## src/rtl/shader_l2_arbiter.sv

```systemverilog
// Round-robin arbiter sharing one L2 request port between shader clusters 0 and 1.
// Latency: request sampled in IDLE -> grant + L2 command next cycle -> rsp_valid_o one cycle after l2_ready_i.
// Backpressure: one transaction in flight; other requesters hold req_i until granted; enable_i=0 blocks new grants.
// Optional macro SHADER_L2_ARB_TIMEOUT_EN adds a BUSY watchdog that ends stuck transactions with rsp_err_o=1.
module shader_l2_arbiter #(
    parameter int ADDR_W         = 32,
    parameter int DATA_W         = 256,
    parameter int TIMEOUT_CYCLES = 1024
) (
    input  logic                clk_i,
    input  logic                rst_i,
    input  logic                enable_i,
    input  logic [1:0]          req_i,
    input  logic [1:0]          req_we_i,
    input  logic [2*ADDR_W-1:0] req_addr_i,
    input  logic [2*DATA_W-1:0] req_wdata_i,
    output logic [1:0]          gnt_o,
    output logic [1:0]          rsp_valid_o,
    output logic [DATA_W-1:0]   rsp_rdata_o,
    output logic                rsp_err_o,
    output logic [ADDR_W-1:0]   l2_addr_o,
    output logic [DATA_W-1:0]   l2_wdata_o,
    output logic                l2_read_o,
    output logic                l2_write_o,
    input  logic                l2_ready_i,
    input  logic [DATA_W-1:0]   l2_rdata_i,
    output logic                busy_o,
    output logic [31:0]         grant_cnt0_o,
    output logic [31:0]         grant_cnt1_o,
    output logic [31:0]         conflict_cnt_o
);
    typedef enum logic [1:0] {
        ST_IDLE = 2'd0,
        ST_BUSY = 2'd1,
        ST_RESP = 2'd2
    } state_t;

    state_t              state_q;
    state_t              state_d;
    logic                last_grant_q;
    logic                owner_q;
    logic                winner;
    logic                arb_go;
    logic                both_req;
    logic                xfer_done;
    logic                timeout_hit;
    logic                win_we;
    logic [ADDR_W-1:0]   win_addr;
    logic [DATA_W-1:0]   win_wdata;

    // Arbitration: with both requesting, the port that was not served last wins
    always_comb begin
        both_req  = &req_i;
        winner    = both_req ? ~last_grant_q : req_i[1];
        arb_go    = (state_q == ST_IDLE) && enable_i && (|req_i);
        win_we    = req_we_i[winner];
        win_addr  = winner ? req_addr_i[2*ADDR_W-1:ADDR_W] : req_addr_i[ADDR_W-1:0];
        win_wdata = winner ? req_wdata_i[2*DATA_W-1:DATA_W] : req_wdata_i[DATA_W-1:0];
        xfer_done = (state_q == ST_BUSY) && (l2_ready_i || timeout_hit);
    end

`ifdef SHADER_L2_ARB_TIMEOUT_EN
    logic [31:0] wd_cnt_q;

    // A real L2 completion always takes precedence over the watchdog firing
    assign timeout_hit = !l2_ready_i && (wd_cnt_q == 32'(TIMEOUT_CYCLES - 1));

    // Watchdog restarts on BUSY entry and counts BUSY cycles left unanswered by L2
    always_ff @(posedge clk_i or posedge rst_i) begin
        if (rst_i) begin
            wd_cnt_q <= '0;
        end else if (arb_go) begin
            wd_cnt_q <= '0;
        end else if ((state_q == ST_BUSY) && !l2_ready_i) begin
            wd_cnt_q <= wd_cnt_q + 32'd1;
        end
    end

    // Error flag travels with the response of a timed-out transaction
    always_ff @(posedge clk_i or posedge rst_i) begin
        if (rst_i) begin
            rsp_err_o <= 1'b0;
        end else if (xfer_done) begin
            rsp_err_o <= timeout_hit;
        end
    end
`else
    assign timeout_hit = 1'b0;
    assign rsp_err_o   = 1'b0;
`endif

    // State register
    always_ff @(posedge clk_i or posedge rst_i) begin
        if (rst_i) begin
            state_q <= ST_IDLE;
        end else begin
            state_q <= state_d;
        end
    end

    // Next-state: IDLE -> BUSY on a grant, BUSY -> RESP on completion, RESP -> IDLE
    always_comb begin
        state_d = state_q;
        case (state_q)
            ST_IDLE: if (arb_go)    state_d = ST_BUSY;
            ST_BUSY: if (xfer_done) state_d = ST_RESP;
            ST_RESP:                state_d = ST_IDLE;
            default:                state_d = ST_IDLE;
        endcase
    end

    // Registered grant, L2 command, response and counters
    always_ff @(posedge clk_i or posedge rst_i) begin
        if (rst_i) begin
            gnt_o          <= '0;
            rsp_valid_o    <= '0;
            rsp_rdata_o    <= '0;
            l2_addr_o      <= '0;
            l2_wdata_o     <= '0;
            l2_read_o      <= 1'b0;
            l2_write_o     <= 1'b0;
            grant_cnt0_o   <= '0;
            grant_cnt1_o   <= '0;
            conflict_cnt_o <= '0;
            owner_q        <= 1'b0;
            last_grant_q   <= 1'b1;
        end else begin
            gnt_o       <= '0;
            rsp_valid_o <= '0;
            case (state_q)
                ST_IDLE: begin
                    if (arb_go) begin
                        owner_q    <= winner;
                        gnt_o      <= winner ? 2'b10 : 2'b01;
                        l2_addr_o  <= win_addr;
                        l2_wdata_o <= win_wdata;
                        l2_write_o <= win_we;
                        l2_read_o  <= ~win_we;
                        if (winner) grant_cnt1_o <= grant_cnt1_o + 32'd1;
                        else        grant_cnt0_o <= grant_cnt0_o + 32'd1;
                        if (both_req) conflict_cnt_o <= conflict_cnt_o + 32'd1;
                    end
                end
                ST_BUSY: begin
                    if (xfer_done) begin
                        l2_read_o   <= 1'b0;
                        l2_write_o  <= 1'b0;
                        rsp_valid_o <= owner_q ? 2'b10 : 2'b01;
                        rsp_rdata_o <= (timeout_hit || l2_write_o) ? '0 : l2_rdata_i;
                    end
                end
                ST_RESP: begin
                    last_grant_q <= owner_q;
                end
                default: ;
            endcase
        end
    end

    assign busy_o = (state_q != ST_IDLE);

endmodule

```

## config.mk

```make
export PLATFORM = sky130hd
export DESIGN_NAME = shader_l2_arbiter
export DESIGN_NICKNAME = d
export VERILOG_FILES = /design/src/rtl/shader_l2_arbiter.sv
export SDC_FILE = /design/constraint.sdc
export NUM_CORES = 1
export LEC_CHECK = 0
export CAP_MARGIN = 20
export CORE_AREA = 2 2 586 588
export DETAILED_ROUTE_END_ITERATION = 6
export DIE_AREA = 0 0 588 590
export SLEW_MARGIN = 15
export SYNTH_ARGS = -nofsm -noshare
export SYNTH_HDL_FRONTEND = slang
export SYNTH_SLANG_ARGS = --single-unit
```

## constraint.sdc

```tcl
create_clock -name clk_i -period 31.4 [get_ports clk_i]
set_clock_uncertainty 0.05 [all_clocks]
set_input_delay 6.28 -clock clk_i [delete_from_list [all_inputs] [get_ports clk_i]]
set_output_delay 6.28 -clock clk_i [all_outputs]
set_load 0.1 [all_outputs]
```

==> flow_summary.yaml, run 1 <==
routing:
  postRouteAntennaNets: 0
  vias: 27080
  drt_iter0_drc: 3312
  dr.pass1.iters: 7
  routed_via_density: 3.159
  wl_per_cell_microns: 28.04
  wl_mm: 240.3
  drc: 38
pwr:
  power.share.combinational_pct: 62.1
  p_leak_nw: 20.97
  share_seq_of_total_power_pct: 21.4
  intPower_mw: 2.583
  p_clk_share_pct: 16.5
  ir_drop_v: 0.00008568
  switching_share_pct: 60.57
  p_per_area_mw_per_mm2: 132.2
  netSwitchingPower_mw: 3.968
floorplanning:
  die_w_microns: 588
  io_pins: 1488
  core_sq_mm: 0.3411
  start_util_pct: 7.863
  row_count: 215
  die-area_sq_mm: 0.3469
  die_h_microns: 590
synth:
  postSynthAreaPerCell_sq_um: 10.80
  synth_top_area_cell: "dfrtp_1"
  synthArstFlopShare_pct: 100.0
  yosys-top-cells-area: "dfrtp_1, a222oi_1, nand2b_1"
  syn_area_sq_mm: 0.02682
  synth_nets: 3327
  ys_types: 46
  synth_top_cells_by_count: "dfrtp_1, nand2_1, inv_1"
  synth_most_common_cell: "dfrtp_1"
  synth_edf_count: 0
  netlist_instances: 2484
  synth_seq_area_share_pct: 60.65
  netlist.area_leader.share_pct: 60.55
  synth_seq_cells: 650
  ys.flop_type: "dfrtp_1"
  synth_warnings: 0
status:
  status: "finished with violations"
  violations: "design-rule violations"
placement:
  dp_hpwl_mm: 205.4
  routabilityCongestion: 0.9100
  io_buffer_count: 1486
min_path:
  min_path_type: "register to register"
timing:
  final.setup.tns_ns: 0
  worst_slew_pin_slew_ns: 1.194
  fmax_ghz: 0.1024
  slew_violations: 0
  grt_setup_unrepaired: "no"
  hold_violations: 0
  setup_viol: 0
  final.min_clock_period_ns: 9.770
  slew_headroom_pct: 20.13
  min_period_over_period_pct: 31.11
critical_path:
  crit_chain: "clkdlybuf4s50_1 -> o21ai_4 -> buf_4 -> buf_4 -> buf_4 -> a222oi_1 -> inv_1"
  cp_max_fo: 65
  cp_slowest_cell: "o21ai_4"
  crit_top_cell: "buf_4"
  reg2reg_setup_slack_ns: 27.04
  cp_data_arrival_time_ns: 10.42
  required_ns: 32.05
  cpPeakStageDelay_ns: 0.82
  crit_path_start_kind: "input pin"
  worstSetupPathType: "input pin to register"
  cp-end-kind: "register"
cts:
  clock_path_buffers: 4
  htree_levels: 3
  worstSkewPairLatency_ns: 0.85
  ctsResizeCount: 0
  clock_sinks: 650
  post_cts_buffers: 0
  clkTransAtPathRegs_ns: 0.06
  ctsRootBufferMaster: "clkbuf_16"
  cts_tree: "done"
  hold_buffers: 0
  cts-buffers-inserted: 90
global_routing:
  use_met1_pct: 13.50
  antenna_found_initial: 166
  use_met2_pct: 22.14
  grt_overflow: 0
  track_usage_pct: 13.25
  grt_max_degree: 157
  gr-usage-met3_pct: 7.875
  grt_pass1_wl_mm: 296.7
  grt_pass1_vias: 26200
  grt_busiest_layer: "met2"
layout:
  finish.utilization_pct: 14.53
  drive_gt1_share_pct: 10.48
  fillerInstances: 38670
  syn_to_final_growth_pct: 84.80
  nets: 4756
job:
  drv_cap: 0
==> kinds of logic after synthesis <==
| kind of cell | count (synthesis) | share of synthesized area, % |
|---|---|---|
| adders and majority gates | 3 | 0.1400 |
| DFF | 650 | 60.65 |
| xor gates and xnor gates | 93 | 3.037 |
| muxes | 2 | 0.07930 |
| other | 1 | 0.01398 |
| AOI/OAI and AO/OA | 551 | 15.70 |
| buffers and inverters | 486 | 7.025 |
| and+or+nand+nor | 698 | 13.36 |
==> state kept, by name, indices dropped and copies added, names as in the netlist <==
register and cells:
last_grant_q 1, rsp_valid_o 2, gnt_o 2, l2_write_o 1
l2_wdata_o 256, grant_cnt1_o 32, l2_addr_o 32, conflict_cnt_o 32
rsp_rdata_o 256, owner_q 1, grant_cnt0_o 32, l2_read_o 1
state_q 2
==> cell usage in the layout (no fill, tap or decap), drive strengths merged, types with 6 or more instances in the layout <==
master and count:
inv 302, nor3 8, diode 37, clkdlybuf4s50 1266
xor2 22, a222oi 288, buf 257, clkinvlp 6
clkinv 18, and4 10, bufinv 9, dfrtp 649
nand3 39, nand4 23, nand2 302, and3 16
o21ai 260, clkbuf 122, nand2b 257, xnor2 71
nor2 21
==> final timing paths <==
| path | startpoint | end | depth (start not counted) |
|---|---|---|---|
| min in group asynchronous | rst_i | rsp_rdata_o[238] | 2 |
| max in group asynchronous | rst_i | l2_wdata_o[80] | 6 |
| worst max-delay path | req_i[1] | l2_wdata_o[73] | 7 |
| worst min register to register | owner_q | rsp_valid_o[0] | 1 |
| worst max register to register | state_q[1] | rsp_rdata_o[207] | 7 |
| worst min-delay path | owner_q | rsp_valid_o[0] | 1 |
==> power groups by stage <==
stage / Clock, mW / Combinational [mW] / Sequential (mW)
after floorplan: 0 / 0.423 / 3.68
after global placement: 0 / 4.12 / 1.40
after detailed placement: 0 / 4.15 / 1.41
after CTS: 1.12 / 4.15 / 1.40
after global routing: 1.15 / 4.21 / 1.44
final: 1.08 / 4.07 / 1.40
==> critical path, delay by kind of cell <==
kind            cells  cell delay [ns]
buf+inv             5             2.82
compound gates      2             1.02
==> layer usage <==
metal / vias up / wire, microns
met5: - / 682
met1: 13170 / 81660
met3: 467 / 33820
met2: 1716 / 113300
li1: 11630 / -
met4: 102 / 10890
==> area by class of cell <==
class | instances | area, sq um | share of cell area, %
Clock buffer | 121 | 2529 | 5.102
Antenna cell | 37 | 92.59 | 0.1868
Inverter | 299 | 1145 | 2.310
Timing Repair Buffer | 1524 | 14630 | 29.52
Multi-Input combinational cell | 1348 | 8701 | 17.55
Tap cell | 4557 | 5702 | 11.50
Clock inverter | 36 | 493.0 | 0.9946
Sequential cell | 650 | 16270 | 32.83
==> metrics by stage <==
stage	power (mW)	hold WS [ns]	setup WS [ns]	std cells	cell area, sq um
2_1_floorplan	4.106	0.3754	6.859	2484	26820
3_3_place_gp	5.528	0.4043	20.67	8373	46350
3_5_place_dp	5.554	0.4111	20.68	8378	46450
4_1_cts	6.677	0.4227	21.57	8535	49470
5_1_grt	6.803	0.4372	21.15	8549	49510
6_report	6.551	0.4180	21.63	8572	49570
Power figures use the tool's default switching activity.
==> run 2: changes to the inputs <==
Settings changed: CORE_AREA 2 2 586 588 to 2 2 583 585, DIE_AREA 0 0 588 590 to 0 0 585 587.
Clock period 31.4 ns to 8.45 ns, I/O delays scaled along.
==> run 2 against run 1 <==
Effect of this change:
- global-route usage is 0.18 points higher
- the run still ends with design-rule violations left
- non-clock buffer count is 1 higher
- first-iteration DRC count is 7.8% lower
- clock power grew to 3.6 times the previous value
- largest power group unchanged
- setup slack worse by 18 ns
- flip-flop and latch count stayed put
==> flow_summary.yaml, run 2 (same netlist as run 1, synthesis figures left out) <==
routing:
  vias: 26990
  postRouteAntennaNets: 0
  wirelength_met1_mm: 80.19
  wl_mm: 240.7
  met3_length_mm: 35.50
  wl_met2_mm: 115.7
  drt_iter0_drc: 3055
  top_layer: "met5"
  dr.pass1.iters: 7
  wl_per_cell_microns: 28.11
  routed_via_density: 3.152
  drc: 21
critical_path:
  worstSetupPathType: "register to output port"
  cp_data_arrival_time_ns: 3.22
  cp-end-kind: "output port"
  cp_slowest_cell: "clkdlybuf4s50_1"
  cp_max_fo: 92
  crit_chain: "buf_4 -> clkdlybuf4s50_1"
  required_ns: 6.71
  cpPeakStageDelay_ns: 1.28
  crit_path_start_kind: "register"
cts:
  clock_path_buffers: 4
  post_cts_buffers: 0
  ctsResizeCount: 0
  clkTransAtPathRegs_ns: 0.06
  ctsRootBufferMaster: "clkbuf_16"
  htree_levels: 3
  clock_sinks: 650
  cts_tree: "done"
  hold_buffers: 0
  worstSkewPairLatency_ns: 0.80
  cts-buffers-inserted: 90
pwr:
  share_seq_of_total_power_pct: 21.4
  intPower_mw: 9.451
  finalPower_mw: 24.20
  ir_drop_v: 0.0003059
  netSwitchingPower_mw: 14.75
  p_clk_share_pct: 16.0
  p_leak_nw: 20.95
  switching_share_pct: 60.95
  power.share.combinational_pct: 62.6
  p_per_area_mw_per_mm2: 488.9
timing:
  setup_viol: 0
  hold_violations: 0
  grt_setup_unrepaired: "no"
  min_period_over_period_pct: 58.75
  slew_headroom_pct: 19.72
  fmax_ghz: 0.2014
  slew_violations: 0
  worst_slew_pin_slew_ns: 1.201
  final.min_clock_period_ns: 4.964
floorplanning:
  die_w_microns: 585
  row_count: 214
  start_util_pct: 7.938
  die-area_sq_mm: 0.3434
  io_pins: 1488
  core_sq_mm: 0.3379
  die_h_microns: 587
placement:
  routabilityCongestion: 0.9341
  dp_hpwl_mm: 204.4
  io_buffer_count: 1486
  numPlacedInstances: 8358
global_routing:
  grt_overflow: 0
  grt_pass1_wl_mm: 297.0
  antenna_found_initial: 189
  track_usage_pct: 13.43
  grt_pass1_vias: 26270
  grt_max_degree: 189
min_path:
  min_path_type: "register to register"
job:
  drv_cap: 0
layout:
  final_cell_mix: "clkdlybuf4s50_1, dfrtp_1, nand2_1"
  nets: 4757
  largestRegisters: "l2_wdata_o x256, rsp_rdata_o x256"
  syn_to_final_growth_pct: 84.55
  final_common_cell: "clkdlybuf4s50_1"
  fillerInstances: 38120
  drive_gt1_share_pct: 10.69
  final_cells: 8562
status:
  violations: "design-rule violations"
  status: "finished with violations"
run 2: changes by cell type in the layout (fill, tap and decap cells not counted), moves of 2 or more:
cell,previous run,this run
diode_2,37,50
clkdlybuf4s50_1,1266,1258
bufinv_16,9,3
buf_12,9,14
buf_2,34,38
clkbuf_1,15,12
clkinv_2,12,15
inv_6,2,5
buf_16,0,2
buf_4,214,212
clkbuf_16,90,92
inv_8,4,2
run 2: path summary, 6_finish.rpt:
| path | slack [ns] | start | depth (start not counted) | end |
|---|---|---|---|---|
| worst max-delay path | 3.49 | l2_write_o | 2 | l2_write_o |
| worst min-delay path | 0.42 | grant_cnt1_o[31] | 1 | grant_cnt1_o[31] |
| worst max register to register | 5.37 | state_q[0] | 7 | l2_wdata_o[225] |
| worst min register to register | 0.42 | grant_cnt1_o[31] | 1 | grant_cnt1_o[31] |
| max in group asynchronous | 5.27 | rst_i | 4 | l2_wdata_o[83] |
| min in group asynchronous | 1.40 | rst_i | 2 | rsp_rdata_o[56] |
run 2: area by class of cell:
type / count / area (sq um) / area share (%)
diodes: 50 / 125.1 / 0.2528
clock buffers: 121 / 2581 / 5.215
clock inverters: 33 / 296.5 / 0.5991
inverters: 299 / 1141 / 2.305
multi-input cells: 1348 / 8695 / 17.57
flip-flops and latches: 650 / 16270 / 32.87
well taps: 4536 / 5675 / 11.47
repair buffers: 1525 / 14710 / 29.73
run 2: worst max-delay path: cells and delay by family, from the launching register on:
| kind | cells | cell delay, ns |
|---|---|---|
| flip-flops | 1 | 0.39 |
| buffers and inverters | 2 | 1.97 |
run 2: power by group through the flow:
stage	logic [mW]	registers (mW)	clock network, mW
global placement	15.4	5.18	0
detailed placement	15.4	5.20	0
global route	15.7	5.32	4.12
CTS	15.5	5.18	4.03
finish	15.2	5.17	3.87
floorplan	1.57	13.7	0
run 2: routing by layer:
metal | track usage, % | vias to the layer above
li1 | - | 11630
met1 | 13.53 | 13120
met2 | 22.79 | 1693
met3 | 8.028 | 440
met4 | 4.547 | 108
met5 | 0 | -
run 2: through the flow:
step / utilization (%) / cell area (sq um) / TNS [ns] / worst slack [ns] / hold WS, ns
6_report: 14.65 / 49500 / 0 / 3.486 / 0.4216
2_1_floorplan: - / 26830 / -1409.49 / -2.172 / 0.3754
3_5_place_dp: 13.76 / 46500 / 0 / 3.753 / 0.4098
4_1_cts: 14.61 / 49370 / 0 / 3.355 / 0.4216
3_3_place_gp: 13.74 / 46420 / 0 / 3.799 / 0.4060
5_1_grt: 14.63 / 49430 / 0 / 3.300 / 0.4289
